--- src/rtl/mem_multi_port_if.sv ---
// Request/response bundle for mem_multi_port: NUM_CH packed valid/ready request
// channels plus per-channel read-return and error pulses.
interface mem_multi_port_if #(
   parameter int WIDTH      = 16,
   parameter int ADDR_WIDTH = 6,
   parameter int NUM_CH     = 2
);
   logic [NUM_CH-1:0]            valid_i;
   logic [NUM_CH-1:0]            wr_rd_i;
   logic [NUM_CH*ADDR_WIDTH-1:0] addr_i;
   logic [NUM_CH*WIDTH-1:0]      wr_data_i;
   logic [NUM_CH*(WIDTH/8)-1:0]  be_i;
   logic [NUM_CH-1:0]            ready_o;
   logic [NUM_CH-1:0]            rd_valid_o;
   logic [NUM_CH*WIDTH-1:0]      rd_data_o;
   logic [NUM_CH-1:0]            err_o;

   modport master (
      output valid_i, wr_rd_i, addr_i, wr_data_i, be_i,
      input  ready_o, rd_valid_o, rd_data_o, err_o
   );

   modport slave (
      input  valid_i, wr_rd_i, addr_i, wr_data_i, be_i,
      output ready_o, rd_valid_o, rd_data_o, err_o
   );
endinterface

--- src/rtl/mem_multi_port.sv ---
// Single-port word memory shared by NUM_CH valid/ready channels through a
// round-robin arbiter, with byte enables, RD_LAT read pipeline and range errors.
module mem_multi_port #(
   parameter int WIDTH      = 16,
   parameter int DEPTH      = 64,
   parameter int ADDR_WIDTH = $clog2(DEPTH),
   parameter int NUM_CH     = 2,
   parameter int RD_LAT     = 1
) (
   input  logic            clk_i,
   input  logic            rst_i,
   mem_multi_port_if.slave bus
);
   localparam int          NB     = WIDTH / 8;
   localparam int unsigned NBU    = NB;
   localparam int unsigned NCH    = NUM_CH;
   localparam int unsigned LATU   = RD_LAT;
   localparam int          CH_W   = (NUM_CH > 1) ? $clog2(NUM_CH) : 1;

   typedef struct packed {
      logic             vld;
      logic             rd;
      logic             err;
      logic [CH_W-1:0]  ch;
      logic [WIDTH-1:0] data;
   } ret_t;

   logic [WIDTH-1:0]      mem [DEPTH];
   logic [CH_W-1:0]       ptr_q;
   logic [CH_W-1:0]       gnt_ch;
   logic [NUM_CH-1:0]     grant;
   logic                  found;
   logic                  hs;
   logic                  sel_wr;
   logic                  oob;
   logic [ADDR_WIDTH-1:0] sel_addr;
   logic [WIDTH-1:0]      sel_wdata;
   logic [NB-1:0]         sel_be;
   ret_t                  ret_d;
   ret_t                  pipe_q [RD_LAT];
   ret_t                  tail;
   logic [WIDTH-1:0]      hold_q [NUM_CH];

   // Two passes give the wrap-around search: channels above the pointer first,
   // then from channel 0 up to and including the pointer.
   always_comb begin
      grant  = '0;
      gnt_ch = '0;
      found  = 1'b0;
      for (int unsigned i = 0; i < NCH; i++) begin
         if (!found && bus.valid_i[i] && (i > 32'(ptr_q))) begin
            found    = 1'b1;
            grant[i] = 1'b1;
            gnt_ch   = CH_W'(i);
         end
      end
      for (int unsigned i = 0; i < NCH; i++) begin
         if (!found && bus.valid_i[i] && (i <= 32'(ptr_q))) begin
            found    = 1'b1;
            grant[i] = 1'b1;
            gnt_ch   = CH_W'(i);
         end
      end
   end

   assign hs          = found & rst_i;
   assign bus.ready_o = rst_i ? grant : '0;

   always_comb begin
      sel_wr    = 1'b0;
      sel_addr  = '0;
      sel_wdata = '0;
      sel_be    = '0;
      for (int unsigned c = 0; c < NCH; c++) begin
         if (grant[c]) begin
            sel_wr    = bus.wr_rd_i[c];
            sel_addr  = bus.addr_i[c*ADDR_WIDTH +: ADDR_WIDTH];
            sel_wdata = bus.wr_data_i[c*WIDTH +: WIDTH];
            sel_be    = bus.be_i[c*NB +: NB];
         end
      end
   end

   assign oob = (32'(sel_addr) >= 32'(DEPTH));

   // Writes to out-of-range addresses still produce a return slot so err_o
   // lines up at RD_LAT; only reads raise rd_valid_o.
   always_comb begin
      ret_d      = '0;
      ret_d.vld  = hs & (~sel_wr | oob);
      ret_d.rd   = ~sel_wr;
      ret_d.err  = oob;
      ret_d.ch   = gnt_ch;
      if (!sel_wr && !oob) begin
         ret_d.data = mem[sel_addr];
      end
   end

   always_ff @(posedge clk_i) begin
      if (hs && sel_wr && !oob) begin
         for (int unsigned b = 0; b < NBU; b++) begin
            if (sel_be[b]) begin
               mem[sel_addr][b*8 +: 8] <= sel_wdata[b*8 +: 8];
            end
         end
      end
   end

   assign tail = pipe_q[RD_LAT-1];

   always_ff @(posedge clk_i or negedge rst_i) begin
      if (!rst_i) begin
         ptr_q <= CH_W'(NUM_CH - 1);
         for (int unsigned i = 0; i < LATU; i++) begin
            pipe_q[i] <= '0;
         end
         for (int unsigned c = 0; c < NCH; c++) begin
            hold_q[c] <= '0;
         end
      end else begin
         if (hs) begin
            ptr_q <= gnt_ch;
         end
         pipe_q[0] <= ret_d;
         for (int unsigned i = 1; i < LATU; i++) begin
            pipe_q[i] <= pipe_q[i-1];
         end
         for (int unsigned c = 0; c < NCH; c++) begin
            if (tail.vld && tail.rd && (tail.ch == CH_W'(c))) begin
               hold_q[c] <= tail.data;
            end
         end
      end
   end

   always_comb begin
      logic hit;
      bus.rd_valid_o = '0;
      bus.err_o      = '0;
      bus.rd_data_o  = '0;
      hit            = 1'b0;
      for (int unsigned c = 0; c < NCH; c++) begin
         hit               = tail.vld && (tail.ch == CH_W'(c));
         bus.rd_valid_o[c] = hit && tail.rd;
         bus.err_o[c]      = hit && tail.err;
         bus.rd_data_o[c*WIDTH +: WIDTH] = (hit && tail.rd) ? tail.data : hold_q[c];
      end
   end
endmodule

--- src/flat_wrapper.sv ---
// flat-port wrapper written by rule: the top's interface ports become plain ports
module mem_multi_port_flat 
#(
   parameter int WIDTH      = 16,
   parameter int DEPTH      = 64,
   parameter int ADDR_WIDTH = $clog2(DEPTH),
   parameter int NUM_CH     = 2,
   parameter int RD_LAT     = 1
)
  (clk_i, rst_i, bus_valid_i, bus_wr_rd_i, bus_addr_i, bus_wr_data_i, bus_be_i, bus_ready_o, bus_rd_valid_o, bus_rd_data_o, bus_err_o);
  mem_multi_port_if #(.WIDTH(WIDTH), .ADDR_WIDTH(ADDR_WIDTH), .NUM_CH(NUM_CH)) bus_i ();
  input  logic clk_i;
  input  logic rst_i;
  input wire logic [$bits(bus_i.valid_i)-1:0] bus_valid_i;
  input wire logic [$bits(bus_i.wr_rd_i)-1:0] bus_wr_rd_i;
  input wire logic [$bits(bus_i.addr_i)-1:0] bus_addr_i;
  input wire logic [$bits(bus_i.wr_data_i)-1:0] bus_wr_data_i;
  input wire logic [$bits(bus_i.be_i)-1:0] bus_be_i;
  output wire logic [$bits(bus_i.ready_o)-1:0] bus_ready_o;
  output wire logic [$bits(bus_i.rd_valid_o)-1:0] bus_rd_valid_o;
  output wire logic [$bits(bus_i.rd_data_o)-1:0] bus_rd_data_o;
  output wire logic [$bits(bus_i.err_o)-1:0] bus_err_o;
  assign bus_i.valid_i = bus_valid_i;
  assign bus_i.wr_rd_i = bus_wr_rd_i;
  assign bus_i.addr_i = bus_addr_i;
  assign bus_i.wr_data_i = bus_wr_data_i;
  assign bus_i.be_i = bus_be_i;
  assign bus_ready_o = bus_i.ready_o;
  assign bus_rd_valid_o = bus_i.rd_valid_o;
  assign bus_rd_data_o = bus_i.rd_data_o;
  assign bus_err_o = bus_i.err_o;
  mem_multi_port #(.WIDTH(WIDTH), .DEPTH(DEPTH), .ADDR_WIDTH(ADDR_WIDTH), .NUM_CH(NUM_CH), .RD_LAT(RD_LAT)) u_core (.clk_i(clk_i), .rst_i(rst_i), .bus(bus_i));
endmodule
--- config.mk ---
export PLATFORM = sky130hd
export DESIGN_NAME = mem_multi_port_flat
export DESIGN_NICKNAME = d
export VERILOG_FILES = /design/src/rtl/mem_multi_port_if.sv /design/src/rtl/mem_multi_port.sv /design/src/flat_wrapper.sv
export SDC_FILE = /design/constraint.sdc
export NUM_CORES = 1
export LEC_CHECK = 0
export ABC_AREA = 1
export BUFFER_PORTS_ARGS = -buffer_cell sky130_fd_sc_hd__buf_2
export CORE_MARGIN = 5
export CORE_UTILIZATION = 45
export DETAILED_ROUTE_END_ITERATION = 7
export PLACE_DENSITY = 0.57
export SYNTH_ARGS = -nofsm -noshare
export SYNTH_HDL_FRONTEND = slang
export SYNTH_SLANG_ARGS = --single-unit
export TNS_END_PERCENT = 5
--- constraint.sdc ---
create_clock -name clk_i -period 3.1 [get_ports clk_i]
set_input_delay 0.31 -clock clk_i [delete_from_list [all_inputs] [get_ports clk_i]]
set_output_delay 0.31 -clock clk_i [all_outputs]
set_load 0.02 [all_outputs]
==> flow_metrics.env <==
export IMPL_status="finished, final reports clean"
export IMPL_grt_pass1_vias=30400
export IMPL_hpwl_um=75800
export IMPL_layout_min_cycle_time_ns=2.98
export IMPL_required_ns=3.37
export IMPL_vias=32200
export IMPL_grt_pass1_wl_um=192000
export IMPL_core_area_um2=103000
export IMPL_worst_pin_slew_ns=1.33
export IMPL_rows=118
export IMPL_drtIter0Drc=3161
export IMPL_nFillCells=9312
export IMPL_die_h_um=333
export IMPL_final_cell_area_um2=54000
export IMPL_p_leak_uw=0.0226
export IMPL_critPathLaunchType="register"
export IMPL_worst_path_max_fanout=18
export IMPL_hold_violations=0
export IMPL_antenna_found_initial=3
export IMPL_io_pins=92
export IMPL_ys_types=32
export IMPL_worstSkewPairLatency_ns=0.68
export IMPL_worst_setup_path_end_kind="register"
export IMPL_overflow=0
export IMPL_dp_cells=6131
export IMPL_die_area_um2=111000
export IMPL_synth_area_per_cell_um2=10.1
export IMPL_hold_class="primary input to register"
export IMPL_rsz0062_at_grt="yes"
export IMPL_nets=4922
export IMPL_ys_seq_area_share_pct=68.3
export IMPL_drtPass1Iterations=6
export IMPL_syn2layout_area_growth_pct=15.2
export IMPL_design_power_total_uw=33600
export IMPL_gp_congestion=0.839
export IMPL_cts_tree="built"
export IMPL_cts_sinks=1076
export IMPL_cts_root_buf="clkbuf_16"
export IMPL_final_cell_mix="1804 x nand2_1, 1024 x edfxtp_1, 494 x inv_1"
export IMPL_dpl_instance_area_um2=50500
export IMPL_max_clock_freq_ghz=0.336
export IMPL_antenna_left=0
export IMPL_wl_per_cell_um=20.0
export IMPL_h_tree_depth=3
export IMPL_mostFrequentLayoutCell="nand2_1"
export IMPL_start_util_pct=45.3
export IMPL_slew_headroom_pct=10.5
export IMPL_drt_wl_total_um=126000
export IMPL_cap_violations=0
export IMPL_worst_ir_drop_vdd_mv=0.443
export IMPL_synth_cells=4656
export IMPL_final_cells=6334
export IMPL_drc=0
export IMPL_cts_made_buffers=110
export IMPL_synth_area_um2=46900
export IMPL_power_density_nw_per_um2=622
export IMPL_dpl_worst_slack_ns=0.0690
export IMPL_finalMaxSlewViolations=0
export IMPL_yosysWarnings=0
export IMPL_path_class="register to register"
export IMPL_fin_crit_sh_pct=96.0
export IMPL_via_per_inst=5.09
export IMPL_synth_seq_cells=1076
export IMPL_drive_gt1_share_pct=11.4
export IMPL_postCtsSetupRepairBufs=0
export IMPL_io_buffers=89
export IMPL_setup_violations_final=0
export IMPL_finalClockSkew_ns=0.0199
export IMPL_grt_max_degree=130
export IMPL_utilization_pct=52.2
export IMPL_fp_dieW_um=333
export IMPL_cts_clk_slew_worst_paths_ns=0.06
export IMPL_setup_slack_ns=0.124
export IMPL_grt_usage_pct=22.4
export IMPL_cts_buffer_depth=3
export IMPL_cp_data_arrival_time_ns=3.25
==> path summary, 6_finish.rpt <==
kind                                        from                 to  slack, ns  cells past startpoint
worst max-delay path                u_core.ptr_q  u_core.mem[24][9]       0.12                      7
worst min-delay path              bus_valid_i[1]  u_core.pipe_q[19]       0.23                      5
worst max register to register      u_core.ptr_q  u_core.mem[24][9]       0.12                      7
worst min register to register  u_core.hold_q[2]   u_core.hold_q[2]       0.47                      2
max in group asynchronous                  rst_i  u_core.pipe_q[11]       2.09                      3
min in group asynchronous                  rst_i   u_core.hold_q[0]       0.46                      3
==> synth_stat cells <==
cell type / n / area (µm²)
nand2_1: 1804 / 6770
edfxtp_1: 1024 / 30700
inv_1: 494 / 1850
o21ai_0: 375 / 1880
nor2_1: 346 / 1300
nor3_1: 119 / 596
clkbuf_1: 116 / 435
buf_2: 96 / 480
dfrtp_1: 51 / 1280
o21ai_1: 47 / 235
a21oi_1: 38 / 190
nand3_1: 23 / 115
buf_1: 21 / 78.8
a32o_1: 18 / 180
buf_4: 17 / 128
inv_2: 13 / 48.8
nor3_2: 11 / 110
nand3_2: 10 / 100
nand4_1: 8 / 50.1
nor3_4: 6 / 97.6
nand2_2: 4 / 25.0
buf_6: 3 / 33.8
o21ai_4: 2 / 32.5
o22ai_4: 2 / 40.0
a21oi_4: 1 / 16.3
conb_1: 1 / 3.75
dfstp_2: 1 / 26.3
inv_4: 1 / 6.26
nand2_4: 1 / 11.3
o21a_1: 1 / 7.51
o21bai_1: 1 / 7.51
o22ai_2: 1 / 12.5
==> kinds of logic (layout without fill, tap and decap cells) <==
group | Yosys count | in the layout | share of synthesized area [%]
AOI/OAI and AO/OA | 486 | 486 | 5.54
buffers and inverters | 761 | 1057 | 6.54
DFF | 1076 | 1076 | 68.3
other | 1 | 3 | 0.00800
and+or+nand+nor | 2332 | 2332 | 19.6
==> registers in the layout (all words and copies together) (netlist names) <==
name / flops
u_core.pipe_q: 19
u_core.hold_q: 32
u_core.ptr_q: 1
u_core.mem: 1024
==> per-layer routing <==
layer	global-route usage, %	share of wire, %
met1	33.6	46
met2	34.9	45
met3	3.44	7.5
met4	5.41	2.1
met5	0	0.0087
==> per-stage QoR <==
stage	TNS [ns]	hold slack, ns
2_1_floorplan	0	0.0144
3_3_place_gp	0	0.456
3_5_place_dp	0	0.464
4_1_cts	0	0.168
5_1_grt	-0.236	0.257
6_report	0	0.226
==> what timing repair did <==
action / CTS / global route
gates resized for setup: 0 / 3
setup endpoints to repair: 0 / 9
hold buffers: 5 / 0
hold endpoints to repair: 53 / 0
==> critical path: stages (launching register included) <==
cell and delay, ns:
dfstp_2 0.55, inv_1 0.07, nand2_2 0.11, buf_4 0.26, a32o_1 0.27, nand3_2 0.07
buf_4 0.19, nor3_1 1.05
==> power breakdown <==
| group | switching (µW) | internal (µW) |
|---|---|---|
| Sequential | 135 | 16300 |
| Combinational | 3210 | 1160 |
| Clock | 5400 | 7350 |
| Total | 8740 | 24800 |
==> layout make-up <==
class                      count  area (µm²)  share of cell area [%]
sequential                  1076       32100                    59.4
multi-input combinational   2820       12000                    22.1
clock buffer                 142        2970                    5.49
timing repair buffer         352        2930                    5.42
inverter                     508        1920                    3.55
tap                         1380        1730                    3.20
clock inverter                55         453                   0.839
antenna                        1        2.50                 0.00463
(Power assumes the default switching activity.)
